`src/rtl/add_sub.sv`:
```
// add_sub: registered ripple-carry adder/subtractor.
// cin selects add (0) or subtract (1) and also serves as the carry into
// bit 0, so subtraction is x + ~y + 1 through the same carry chain.
// sum, cout and v come straight from flops, one cycle after x/y/cin are sampled.

module full_adder (
  input  logic a,
  input  logic b,
  input  logic ci,
  output logic s,
  output logic co
);

  // One-bit sum and carry; carry is generate OR (propagate AND carry-in)
  always_comb begin
    s  = a ^ b ^ ci;
    co = (a & b) | (ci & (a ^ b));
  end

endmodule

module add_sub #(
  parameter int WIDTH = 4
) (
  input  logic             clk,
  input  logic             rst_n,
  input  logic [WIDTH-1:0] x,
  input  logic [WIDTH-1:0] y,
  input  logic             cin,
  output logic [WIDTH-1:0] sum,
  output logic             cout,
  output logic             v
);

  logic [WIDTH-1:0] yeff;
  logic [WIDTH-1:0] rawsum;
  logic [WIDTH:0]   carry;

  // Invert y in subtract mode and inject cin as the carry into bit 0
  always_comb begin
    yeff     = y ^ {WIDTH{cin}};
    carry[0] = cin;
  end

  // Ripple chain: carry out of cell i feeds carry in of cell i+1
  for (genvar i = 0; i < WIDTH; i++) begin : g_cell
    full_adder u_fa (
      .a  (x[i]),
      .b  (yeff[i]),
      .ci (carry[i]),
      .s  (rawsum[i]),
      .co (carry[i+1])
    );
  end

  // Result register; synchronous active-low reset clears everything, so a
  // result still in flight when reset hits is dropped rather than presented
  always_ff @(posedge clk) begin
    if (!rst_n) begin
      sum  <= '0;
      cout <= 1'b0;
      v    <= 1'b0;
    end else begin
      sum  <= rawsum;
      cout <= carry[WIDTH];
      v    <= carry[WIDTH] ^ carry[WIDTH-1];
    end
  end

endmodule

```
`config.mk`:
```
export PLATFORM = sky130hd
export DESIGN_NAME = add_sub
export DESIGN_NICKNAME = d
export VERILOG_FILES = /design/src/rtl/add_sub.sv
export SDC_FILE = /design/constraint.sdc
export NUM_CORES = 1
export LEC_CHECK = 0
export CAP_MARGIN = 20
export CELL_PAD_IN_SITES_DETAIL_PLACEMENT = 1
export CELL_PAD_IN_SITES_GLOBAL_PLACEMENT = 1
export CORE_AREA = 2 2 39 41
export CTS_CLUSTER_DIAMETER = 80
export DETAILED_ROUTE_END_ITERATION = 16
export DIE_AREA = 0 0 41 43
export PLACE_DENSITY = 0.7
export SYNTH_ARGS = -nofsm -noshare
export SYNTH_HDL_FRONTEND = slang
export SYNTH_SLANG_ARGS = --single-unit
```
`constraint.sdc`:
```
create_clock -name clk -period 6.56 [get_ports clk]
set_clock_uncertainty 0.15 [all_clocks]
set_input_delay 1.312 -clock clk [delete_from_list [all_inputs] [get_ports clk]]
set_output_delay 1.312 -clock clk [all_outputs]
set_load 0.02 [all_outputs]
```
# --- After elaboration in Yosys (flattened, before gate mapping) ---
# Cells that the tools add are included.
word_totals:
  regBits: 6
  inputBits: 11
  out_inout_bits: 6
  wordCells: 25
op_classes:
  bitwise_logic: 22
ops:
  columns: ["op", "count"]
  rows:
  - ["bitwise XOR 1 bit", 9]
  - ["bitwise AND 1 bit", 8]
  - ["bitwise OR 1 bit", 4]
  - ["bitwise XOR 4 bit", 1]

# --- Logic depth before layout (Yosys ltp) ---
depth:
  ltp_word: 11
  ltp_mapped: 8
  depth_no_buf: 8

# --- Cells and area by module ---
# Synthesis repeated with hierarchy kept, for this count alone.
hier_totals:
  cells_unflattened: 21
  area_unflattened_um2: 281.5
modules_own_cells:
  columns: ["mod", "instances", "cells_per_inst", "area_each_um2", "seq_area_each_um2"]
  rows:
  - ["add_sub", 1, 17, 201.4, 120.1]
  - ["full_adder", 4, 1, 20.0, 0.0]

# --- Least setup slack after synthesis ---
# OpenSTA, ideal clock, no wires.
synth_timing:
  path_type: "input-to-reg"
  startpoint: "input port y[0]"
  endpoint: "register v"
  setup_time_ns: 0.115
  arrival_time_ns: 2.924
  required_ns: 6.295
  setup_slack_ns: 3.371
  cell_stages: 8
  path_buffers: 0
  cell_sequence: "mux2_2 > fa_1 > inv_1 > fa_1 > inv_1 > fa_1 > xnor2_1 > and2_1"
synth_via:
  elab_chain_len: 11
  word_cells_on_any_way: 12
  cone_classes: "bitwise (12)"
synth_lines:
  columns: ["item", "line_no", "rtl"]
  rows:
  - ["from (decl)", "28", "input logic [WIDTH-1:0] y,"]
  - ["bitwise XOR 4 bit *", "41", "yeff = y ^ {WIDTH{cin}};"]
  - ["bitwise XOR 1 bit", "17", "co = (a & b) | (ci & (a ^ b));"]
  - ["bitwise AND 1 bit", "17", null]
  - ["bitwise OR 1 bit *", "17", null]
  - ["bitwise AND 1 bit *", "17", null]
  - ["bitwise OR 1 bit *", "17", null]
  - ["bitwise AND 1 bit *", "17", null]
  - ["bitwise OR 1 bit *", "17", null]
  - ["bitwise AND 1 bit *", "17", null]
  - ["bitwise OR 1 bit *", "17", null]
  - ["via g_cell[3].u_fa.co", "11", "output logic co"]
  - ["bitwise XOR 1 bit *", "66", "v <= carry[WIDTH] ^ carry[WIDTH-1];"]
  - ["to (signal assigned)", "66", null]
  - ["to (decl)", "32", "output logic v"]
# The timed path passes the listed nets; every way through them passes the cells marked *.
# A chain may end at the register's enable or synchronous reset.

# --- Worst setup path after layout ---
# Ends and elaborated chain as after synthesis.

==> impl_results.md <==
- Tcrit/Tclk final: 54.2%
- Core Area: about 0.0014 mm²
- Worst Path Arrival: 3.53 ns
- Final Setup Violations: 0
- DRC Markers: 0
- Power per cell area: 230 mW/mm²
- TritonCTS clock tree: done
- Initial core utilization: 20.5%
- Initial antenna violation count: 0
- Most frequent CP cell: fa_1
- WL met2: 204 µm
- Final Max Slew Viols: 0
- Tightest Pin Transition: 0.211 ns
- Area of the multi-input gates: 153 µm²
- CP Launch Type: input pin
- Fmax achieved: 0.281 GHz
- Gr usage total: 6.17%
- Unrepaired setup endpoints after global routing: no
- Post-DRT Antenna Nets: 0
- CTS Root Cell: clkbuf_4
- DR vias/cell: around 3.6
- Synth top area cells: dfxtp_1 (42%), fa_1 (21%), and2_1 (11%), xor2_1 (9.3%), xnor2_1 (6.2%)
- Syn-to-layout area delta: 71.4%
- Drt pass-1 iters: 1
- Type of the most critical hold path: input pin to register
- Peak supply drop: 66.9 µV
- CTS Buffer Depth: 2
- First-pass GRT wire length: between 700 and 800 µm
- Die Ht: 43 µm
- PortBufs: 16
- Worst-path cell chain: clkdlybuf4s50_1 -> mux2_2 -> fa_1 -> inv_1 -> fa_1 -> inv_1 -> fa_1 -> xnor2_1 -> and2_1
- Worst path slowest cell: clkdlybuf4s50_1
- Setup TNS: 0 ns
- Hold Crit Depth: 2
- Top layer in use: met3
- Post-Syn Nets: 38
- Hold path startpoint: rst_n
- Post-layout min period: approximately 3.6 ns
- Pleak: 0.199 nW
- Synthesized area per cell: between 10 and 15 µm²
- Die width: 41 µm
- Wire length on met1: 182 µm
- Pin count of the biggest net entering global routing: 7
- Area leader, netlist: dfxtp_1
- Crit path required time: 6.54 ns
- GP Congestion: slightly below 0.6
- WP buf/inv: 3
- Syn Inst Count: 24
- Sequential-to-total area share from yosys stat: 42.3%
- I/O pins: 17
- Num CTS Buffers: 3
- Post-Syn Area: 284 µm²
- Post-synth cell types: 8
- Post-cts resize count: 0
- CP max stage delay: 0.50 ns
- Final Hold Vio Count: 0
- Vias in the first global route: 216
- Site Rows: 14
- Final #Nets: 59
- Crit end category: register
- Top cell type's share of synthesized area: 42.3%
- Yosys warnings: 0
- Via Count: 213
- Clock net sink count: 6
- H-Tree Depth: 1
- Clk pin slew, worst setup/hold paths: 0.04 ns
- Total wire length: 441 µm
- FF/Latch Area: 120 µm²
- Crit-path leading delay family: adder cells
- Maxcap violations: 0
- Detailed Route Iter0 Violations: 0
- Crit path max fanout: 2
- Placed Cells: 56
- Die ar.: 0.00176 mm²
- Post-CTS setup buffers: 0
- Routed wl met3: around 54 µm
- CTS Hold Bufs: 0
- Crit path kind: input pin to register
- Worst hold endpoint: sum[2]$_SDFF_PN0_
- Layout cell share with drive strength beyond 1: 9.30%
- Slew headroom: a little under nine tenths
- Total gr overflow: 0
- Ant diodes: 0
- Flops & latches, synth: 6
- Finished Layout Cells: 59
- Fillers: 167
- Outcome: finished clean
- Routed len/inst: 7.47 µm
report_power, final:
| group | internal, mW | switching [mW] | total [mW] |
|---|---|---|---|
| Clock | 0.0206 | 0.0113 | 0.0319 |
| Combinational | 0.0211 | 0.0160 | 0.0371 |
| Sequential | 0.0418 | 0.00119 | 0.0430 |
| Total | 0.0835 | 0.0285 | 0.112 |
Yosys cell counts, drive strengths merged:
| cell type | number |
|---|---|
| inv | 3 |
| nor2b | 1 |
| fa | 3 |
| mux2 | 1 |
| xnor2 | 2 |
| dfxtp | 6 |
| xor2 | 3 |
| and2 | 5 |
state kept, by name, indices dropped and copies added, names as in the netlist:
signal  cells
v           1
sum         4
cout        1
worst max-delay path by stage:
stage,from,endpoint,slack [ns],cells past startpoint
global route,y[0],v$_SDFF_PN0_,2.87,9
CTS,y[0],v$_SDFF_PN0_,3.00,9
detailed placement,y[0],v$_SDFF_PN0_,2.75,9
global placement,y[0],v$_SDFF_PN0_,2.78,9
finish,y[0],v$_SDFF_PN0_,3.01,9
floorplan,y[0],v$_SDFF_PN0_,3.37,8
cells by family (layout without fill, tap and decap cells):
kind of cell	after synthesis	in the layout	share of synthesized area, %
xor gates and xnor gates	5	5	15.4
and+or+nand+nor	6	6	13.2
buffers and inverters	3	22	3.96
DFF	6	6	42.3
muxes	1	1	3.96
adders and majority gates	3	3	21.1
layout by cell type (no fill, tap or decap), drive strengths merged:
cell type	n
and2	5
inv	3
fa	3
xnor2	2
dfxtp	6
xor2	3
nor2b	1
clkbuf	3
clkdlybuf4s50	16
mux2	1
routing by layer:
metal	global-route usage (%)	vias to the layer above
met4	4.00	0
met1	6.91	90
met2	9.69	15
met3	1.57	0
met5	0	-
li1	-	108
per-stage QoR:
stage / hold slack, ns / power [mW] / utilization [%] / setup slack, ns / cell area, µm²
6_report: 1.61 / 0.112 / 35.2 / 3.01 / 487
5_1_grt: 1.64 / 0.118 / 35.2 / 2.87 / 487
4_1_cts: 1.62 / 0.114 / 35.2 / 3.00 / 487
3_5_place_dp: 1.86 / 0.0814 / 33.5 / 2.75 / 464
3_3_place_gp: 1.85 / 0.0805 / 33.5 / 2.78 / 464
2_1_floorplan: 1.28 / 0.0621 / - / 3.37 / 284
area by class of cell:
cell class | instances | area share (%)
tap | 16 | 4.11
clock buffer | 3 | 4.63
inverter | 3 | 2.31
sequential | 6 | 24.7
timing repair buffer | 16 | 32.9
multi-input combinational | 15 | 31.4
Power figures use the tool's default switching activity.
